### src/rtl/toy_bus_slv_node_param.sv
//============================================================================
// Module      : toy_bus_slv_node_param
// Description : Core-side bus slave node. Decodes the request address over
//               NUM_WIN programmable windows into a fabric target ID. The
//               request path is registered through a 2-entry skid buffer,
//               and the number of in-flight requests is bounded. Acks that
//               are not addressed to this node, or that arrive with nothing
//               outstanding, are consumed and reported on stray_ack.
// Ports       : clk, rst_n                      clock, async active-low reset
//               in0_req_*  (vld/rdy/addr/data/strb/opcode)  core request
//               in0_ack_*  (vld/rdy/data)                   core ack
//               out0_req_* (vld/rdy/addr/data/strb/opcode/src_id/tgt_id)
//                                                           fabric request
//               out0_ack_* (vld/rdy/opcode/data/src_id/tgt_id) fabric ack
//               outst_cnt                       current in-flight count
//               stray_ack                       1-cycle stray-ack pulse
// Revision    : 1.0 - initial release
//============================================================================
`default_nettype none

module toy_bus_slv_node_param #(
    parameter int ADDR_W      = 32,
    parameter int DATA_W      = 32,
    parameter int ID_W        = 4,
    parameter int SRC_ID      = 1,
    parameter int NUM_WIN     = 4,
    parameter logic [NUM_WIN*ADDR_W-1:0] WIN_BASE  =
        {32'hC000_0000, 32'h1000_0000, 32'h8000_0000, 32'h8000_0000},
    parameter logic [NUM_WIN*ADDR_W-1:0] WIN_LIMIT =
        {32'hC000_FFFF, 32'h1000_0000, 32'hA000_0000, 32'h9000_0000},
    parameter logic [NUM_WIN*ID_W-1:0]   WIN_TGT   =
        {4'd7, 4'd6, 4'd5, 4'd2},
    parameter int DEFAULT_TGT = 4,
    parameter int MAX_OUTST   = 4
) (
    input  logic                  clk,
    input  logic                  rst_n,

    input  logic                  in0_req_vld,
    output logic                  in0_req_rdy,
    input  logic [ADDR_W-1:0]     in0_req_addr,
    input  logic [DATA_W-1:0]     in0_req_data,
    input  logic [DATA_W/8-1:0]   in0_req_strb,
    input  logic                  in0_req_opcode,

    output logic                  in0_ack_vld,
    input  logic                  in0_ack_rdy,
    output logic [DATA_W-1:0]     in0_ack_data,

    output logic                  out0_req_vld,
    input  logic                  out0_req_rdy,
    output logic [ADDR_W-1:0]     out0_req_addr,
    output logic [DATA_W-1:0]     out0_req_data,
    output logic [DATA_W/8-1:0]   out0_req_strb,
    output logic                  out0_req_opcode,
    output logic [ID_W-1:0]       out0_req_src_id,
    output logic [ID_W-1:0]       out0_req_tgt_id,

    input  logic                  out0_ack_vld,
    output logic                  out0_ack_rdy,
    input  logic                  out0_ack_opcode,
    input  logic [DATA_W-1:0]     out0_ack_data,
    input  logic [ID_W-1:0]       out0_ack_src_id,
    input  logic [ID_W-1:0]       out0_ack_tgt_id,

    output logic [3:0]            outst_cnt,
    output logic                  stray_ack
);

    localparam int              STRB_W     = DATA_W / 8;
    localparam int              PLD_W      = ADDR_W + DATA_W + STRB_W + 1 + ID_W;
    localparam logic [ID_W-1:0] SRC_ID_V   = ID_W'(SRC_ID);
    localparam logic [ID_W-1:0] DEF_TGT_V  = ID_W'(DEFAULT_TGT);
    localparam logic [3:0]      MAX_CNT_V  = 4'(MAX_OUTST);

    typedef enum logic [1:0] {
        SKID_EMPTY = 2'd0,
        SKID_ONE   = 2'd1,
        SKID_TWO   = 2'd2
    } skid_state_t;

    skid_state_t        state;
    skid_state_t        state_nxt;
    logic [PLD_W-1:0]   head;
    logic [PLD_W-1:0]   tail;
    logic [PLD_W-1:0]   in_pld;
    logic               head_ld_in;
    logic               head_ld_tail;
    logic               tail_ld;
    logic               req_rdy;
    logic               rdy_nxt;
    logic [3:0]         cnt;
    logic [3:0]         cnt_nxt;
    logic               in_hs;
    logic               out_hs;
    logic               ack_hs;
    logic               ack_ok;
    logic [NUM_WIN-1:0] win_hit;
    logic [ID_W-1:0]    dec_tgt;
    logic               unused_ack_fields;

    // Opcode and source ID of the returning ack carry no information this
    // node needs: returns are in order and the target ID alone qualifies them.
    assign unused_ack_fields = ^{out0_ack_opcode, out0_ack_src_id};

    //------------------------------------------------------------------------
    // Address decode. A window whose limit is not above its base has an
    // empty range, so the plain compare already never hits.
    //------------------------------------------------------------------------
    generate
        for (genvar gi = 0; gi < NUM_WIN; gi++) begin : g_win
            logic [ADDR_W-1:0] base;
            logic [ADDR_W-1:0] limit;
            assign base        = WIN_BASE[gi*ADDR_W +: ADDR_W];
            assign limit       = WIN_LIMIT[gi*ADDR_W +: ADDR_W];
            assign win_hit[gi] = (in0_req_addr >= base) && (in0_req_addr < limit);
        end
    endgenerate

    // Scan from the top so the lowest-index hit is the last one written.
    always_comb begin
        dec_tgt = DEF_TGT_V;
        for (int i = NUM_WIN - 1; i >= 0; i--) begin
            if (win_hit[i]) begin
                dec_tgt = WIN_TGT[i*ID_W +: ID_W];
            end
        end
    end

    assign in_pld = {in0_req_addr, in0_req_data, in0_req_strb, in0_req_opcode, dec_tgt};

    //------------------------------------------------------------------------
    // Handshakes
    //------------------------------------------------------------------------
    assign in0_req_rdy  = req_rdy;
    assign out0_req_vld = (state != SKID_EMPTY);
    assign in_hs        = in0_req_vld && req_rdy;
    assign out_hs       = out0_req_vld && out0_req_rdy;

    //------------------------------------------------------------------------
    // Skid buffer FSM: head always holds the oldest entry and drives out0.
    //------------------------------------------------------------------------
    always_ff @(posedge clk or negedge rst_n) begin
        if (!rst_n) begin
            state <= SKID_EMPTY;
        end else begin
            state <= state_nxt;
        end
    end

    always_comb begin
        state_nxt    = state;
        head_ld_in   = 1'b0;
        head_ld_tail = 1'b0;
        tail_ld      = 1'b0;
        case (state)
            SKID_EMPTY: begin
                if (in_hs) begin
                    state_nxt  = SKID_ONE;
                    head_ld_in = 1'b1;
                end
            end
            SKID_ONE: begin
                if (in_hs && out_hs) begin
                    head_ld_in = 1'b1;
                end else if (in_hs) begin
                    state_nxt = SKID_TWO;
                    tail_ld   = 1'b1;
                end else if (out_hs) begin
                    state_nxt = SKID_EMPTY;
                end
            end
            SKID_TWO: begin
                // in0 is never ready here, so only a drain can happen.
                if (out_hs) begin
                    state_nxt    = SKID_ONE;
                    head_ld_tail = 1'b1;
                end
            end
            default: begin
                state_nxt = SKID_EMPTY;
            end
        endcase
    end

    always_ff @(posedge clk or negedge rst_n) begin
        if (!rst_n) begin
            head <= '0;
            tail <= '0;
        end else begin
            if (head_ld_in) begin
                head <= in_pld;
            end else if (head_ld_tail) begin
                head <= tail;
            end
            if (tail_ld) begin
                tail <= in_pld;
            end
        end
    end

    assign {out0_req_addr, out0_req_data, out0_req_strb, out0_req_opcode, out0_req_tgt_id} = head;
    assign out0_req_src_id = SRC_ID_V;

    //------------------------------------------------------------------------
    // Ack filter: acks for this node with something outstanding pass straight
    // through; anything else is swallowed and flagged one cycle later.
    //------------------------------------------------------------------------
    assign ack_ok       = (out0_ack_tgt_id == SRC_ID_V) && (cnt != 4'd0);
    assign in0_ack_vld  = out0_ack_vld && ack_ok;
    assign in0_ack_data = out0_ack_data;
    assign out0_ack_rdy = ack_ok ? in0_ack_rdy : 1'b1;
    assign ack_hs       = in0_ack_vld && in0_ack_rdy;

    always_ff @(posedge clk or negedge rst_n) begin
        if (!rst_n) begin
            stray_ack <= 1'b0;
        end else begin
            stray_ack <= out0_ack_vld && !ack_ok;
        end
    end

    //------------------------------------------------------------------------
    // Outstanding counter and registered request-ready. Ready is computed
    // from next-state values so it equals a function of the current
    // registers, yet stays low during reset and for the first edge after it.
    //------------------------------------------------------------------------
    always_comb begin
        cnt_nxt = cnt;
        if (in_hs && !ack_hs) begin
            cnt_nxt = cnt + 4'd1;
        end else if (!in_hs && ack_hs) begin
            cnt_nxt = cnt - 4'd1;
        end
    end

    assign rdy_nxt = (state_nxt != SKID_TWO) && (cnt_nxt < MAX_CNT_V);

    always_ff @(posedge clk or negedge rst_n) begin
        if (!rst_n) begin
            cnt     <= 4'd0;
            req_rdy <= 1'b0;
        end else begin
            cnt     <= cnt_nxt;
            req_rdy <= rdy_nxt;
        end
    end

    assign outst_cnt = cnt;

endmodule

`default_nettype wire
### config.mk
export PLATFORM = sky130hd
export DESIGN_NAME = toy_bus_slv_node_param
export DESIGN_NICKNAME = d
export VERILOG_FILES = /design/src/rtl/toy_bus_slv_node_param.sv
export SDC_FILE = /design/constraint.sdc
export NUM_CORES = 1
export LEC_CHECK = 0
export ABC_AREA = 1
export CORE_UTILIZATION = 46
export DETAILED_ROUTE_END_ITERATION = 12
export PLACE_DENSITY = 0.91
export SLEW_MARGIN = 10
export SYNTH_ARGS = -nofsm -noshare
export SYNTH_HDL_FRONTEND = slang
export SYNTH_SLANG_ARGS = --single-unit
### constraint.sdc
create_clock -name clk -period 1.9 [get_ports clk]
set_input_delay 0.38 -clock clk [delete_from_list [all_inputs] [get_ports clk]]
set_output_delay 0.38 -clock clk [all_outputs]
set_load 0.03 [all_outputs]
==> metrics.txt <==
status=completed; ys async rst share=1.00; min Tclk post-route=1900 ps; initial antenna violation count=0; CTS Root Cell=clkbuf_16; max-slew violations=0; Final period util=0.998; top layer in use=met4; Die Width=124 microns; final setup TNS=0 ps; Setup-failing EPs final=0; Final Cell Area=9230 sq um; Remaining DRCs=0; Leak Pwr=0.00439 uW; CP peak stage delay=360 ps; global-route wire length before repair=26000 microns; Final Util=0.638; Clk Latency, worst-skew pair=420 ps; Pwr Density=1730 nW/um^2; Fmax achieved=527 MHz; routed wl met2=8090 microns; IO Port Bufs=159; drt wl/cell=14.9 microns; setup repair after global routing missed its margin=yes; Slowest-stage cell, CP=dfrtp_2; Slew HR=0.655; post-route ant nets=0; fin nets=1018; clock skew=4.43 ps; Worst-path clk slew=60 ps; Worst Tran Pin Value=517 ps; Starting Density=0.471; core area=14500 sq um; Final Hold Violating Endpoints=0; CTS Buf Count=17; distinct cell type count after synthesis=28; Placer Congestion=0.786; Peak VDD IR=0.863 mV; vias per cell=5.21; deepest clock path buffer count=2; M1 wire length=6730 microns; number of I/O pins=234; Critical Path RT=1520 ps; critical path arrival=1520 ps; Fillers=1124; total power=15900 uW; Synth area leader=dfrtp_1; synth cell count leaders=nand2_1 (194), dfrtp_1 (152), inv_1 (102); top-count cell post-synth=nand2_1; Fin Hold WS=342 ps; Diodes inserted=0; CP startpoint kind=register; die height=124 microns; total track usage=0.222; register bit total from synthesis=152; Final HPWL DP=11100 microns; Ys Warns=0; share of layout cells above drive strength 1=0.100; Crit path max-delay family=flip-flops; Placed Area=8530 sq um; Hold WC Path Type=in2reg; share of Yosys cell area claimed by the top area cell type=0.558; CTS H-Tree Depth=4; CTS tree=done; CP cell instances=inv_2 -> ha_4 -> nand2_2 -> nand2_2 -> buf_6 -> nor2_4 -> buf_6; GRT overflow=0; pin count of the biggest net entering global routing=71; max cap viols=0; vias in the first global route=5553; routed wire length=16300 microns; Detailed Routing Iterations Pass 1=5; Setup CP Type=reg2out; Max FO, Critical Path=2; Std-Cell Rows=44; Synth Cell Area=6820 sq um; met3 wire len=1050 microns; die area=15300 sq um; DR iter-0 viols=385; CP bufs+invs=3; top_reg_cell synth=dfrtp_1; Mean Syn Cell Area=8.93 sq um; sequential area share after synthesis=0.558; CP endpoint kind=output pin; DR vias=5699; Synth area leaders=dfrtp_1 (56%), nand2_1 (11%), o211ai_1 (5.9%); clk sinks=152; cells after synthesis=764; number of synthesized flops with an enable pin=0; Area Growth Syn to Fin=35.4%
==> metal layers <==
layer  up-vias  global-route usage
li1       2714                   -
met1      2743               0.271
met2       203               0.363
met3        39              0.0595
met4         0               0.114
met5         -                   0
==> state kept, by name (all words and copies together) (netlist names) <==
signal	cells
head	72
tail	72
outst_cnt	4
state	2
in0_req_rdy	1
stray_ack	1
==> worst min-delay path: stages <==
cell and delay, ps:
buf_2 150, inv_2 60, a21oi_1 70, inv_1 60
==> final cells by class <==
type | instances | area [sq um] | share of cell area
inverter | 107 | 404 | 0.0438
clock buffer | 24 | 472 | 0.0511
timing repair buffer | 191 | 1920 | 0.208
sequential | 152 | 3810 | 0.412
tap | 184 | 230 | 0.0249
multi-input combinational | 429 | 2230 | 0.242
clock inverter | 7 | 166 | 0.0180
==> cell families (layout without fill, tap and decap cells) <==
| family | after synthesis | in the layout | synth area share |
|---|---|---|---|
| xor+xnor | 1 | 1 | 0.00128 |
| compound gates | 151 | 151 | 0.141 |
| simple gates | 268 | 268 | 0.162 |
| buf+inv | 186 | 329 | 0.129 |
| flops | 152 | 152 | 0.558 |
| other cells | 2 | 5 | 0.00110 |
| fa+ha+maj | 4 | 4 | 0.00734 |
==> cell usage in the layout, fill, tap and decap left out, drive strengths merged, types with 5 or more instances in the layout <==
master / count
nand3: 47
dlygate4sd2: 9
clkbuf: 24
bufinv: 5
dlymetal6s2s: 8
inv: 107
conb: 5
a21oi: 5
o21ai: 73
o211ai: 54
clkdlybuf4s50: 138
dfrtp: 152
buf: 35
o221ai: 16
nand2: 194
nor2: 20
==> final timing paths <==
kind	startpoint	end	slack, ps	depth (start not counted)
setup / recovery	outst_cnt[1]	in0_ack_vld	3	7
hold / removal	out0_req_rdy	state[1]	340	4
setup reg to reg	outst_cnt[1]	in0_req_rdy	60	15
hold reg to reg	tail[72]	tail[72]	480	2
max in group asynchronous	rst_n	head[1]	720	3
min in group asynchronous	rst_n	head[7]	460	2
==> through the flow <==
stage / std cells / setup WS, ps
after detailed placement: 1060 / -622
final: 1094 / 3.34
after floorplan: 767 / -33.4
after global placement: 1060 / -575
after global routing: 1094 / -75.5
after CTS: 1091 / 3.59
==> power by group <==
part,total [uW],switching [uW],internal (uW)
registers,5640,813,4830
logic,6640,3890,2750
clock network,3660,1260,2400
==> what timing repair did <==
action | in CTS | in global routing
hold buffers | 1 | 0
endpoints found under the setup margin | 9 | 12
hold endpoints to repair | 42 | 0
resized for setup | 20 | 11
gates cloned | 0 | 0
buffers inserted | 0 | 3
pin swaps | 3 | 6
Note: power is estimated with default switching activity, not from simulation.
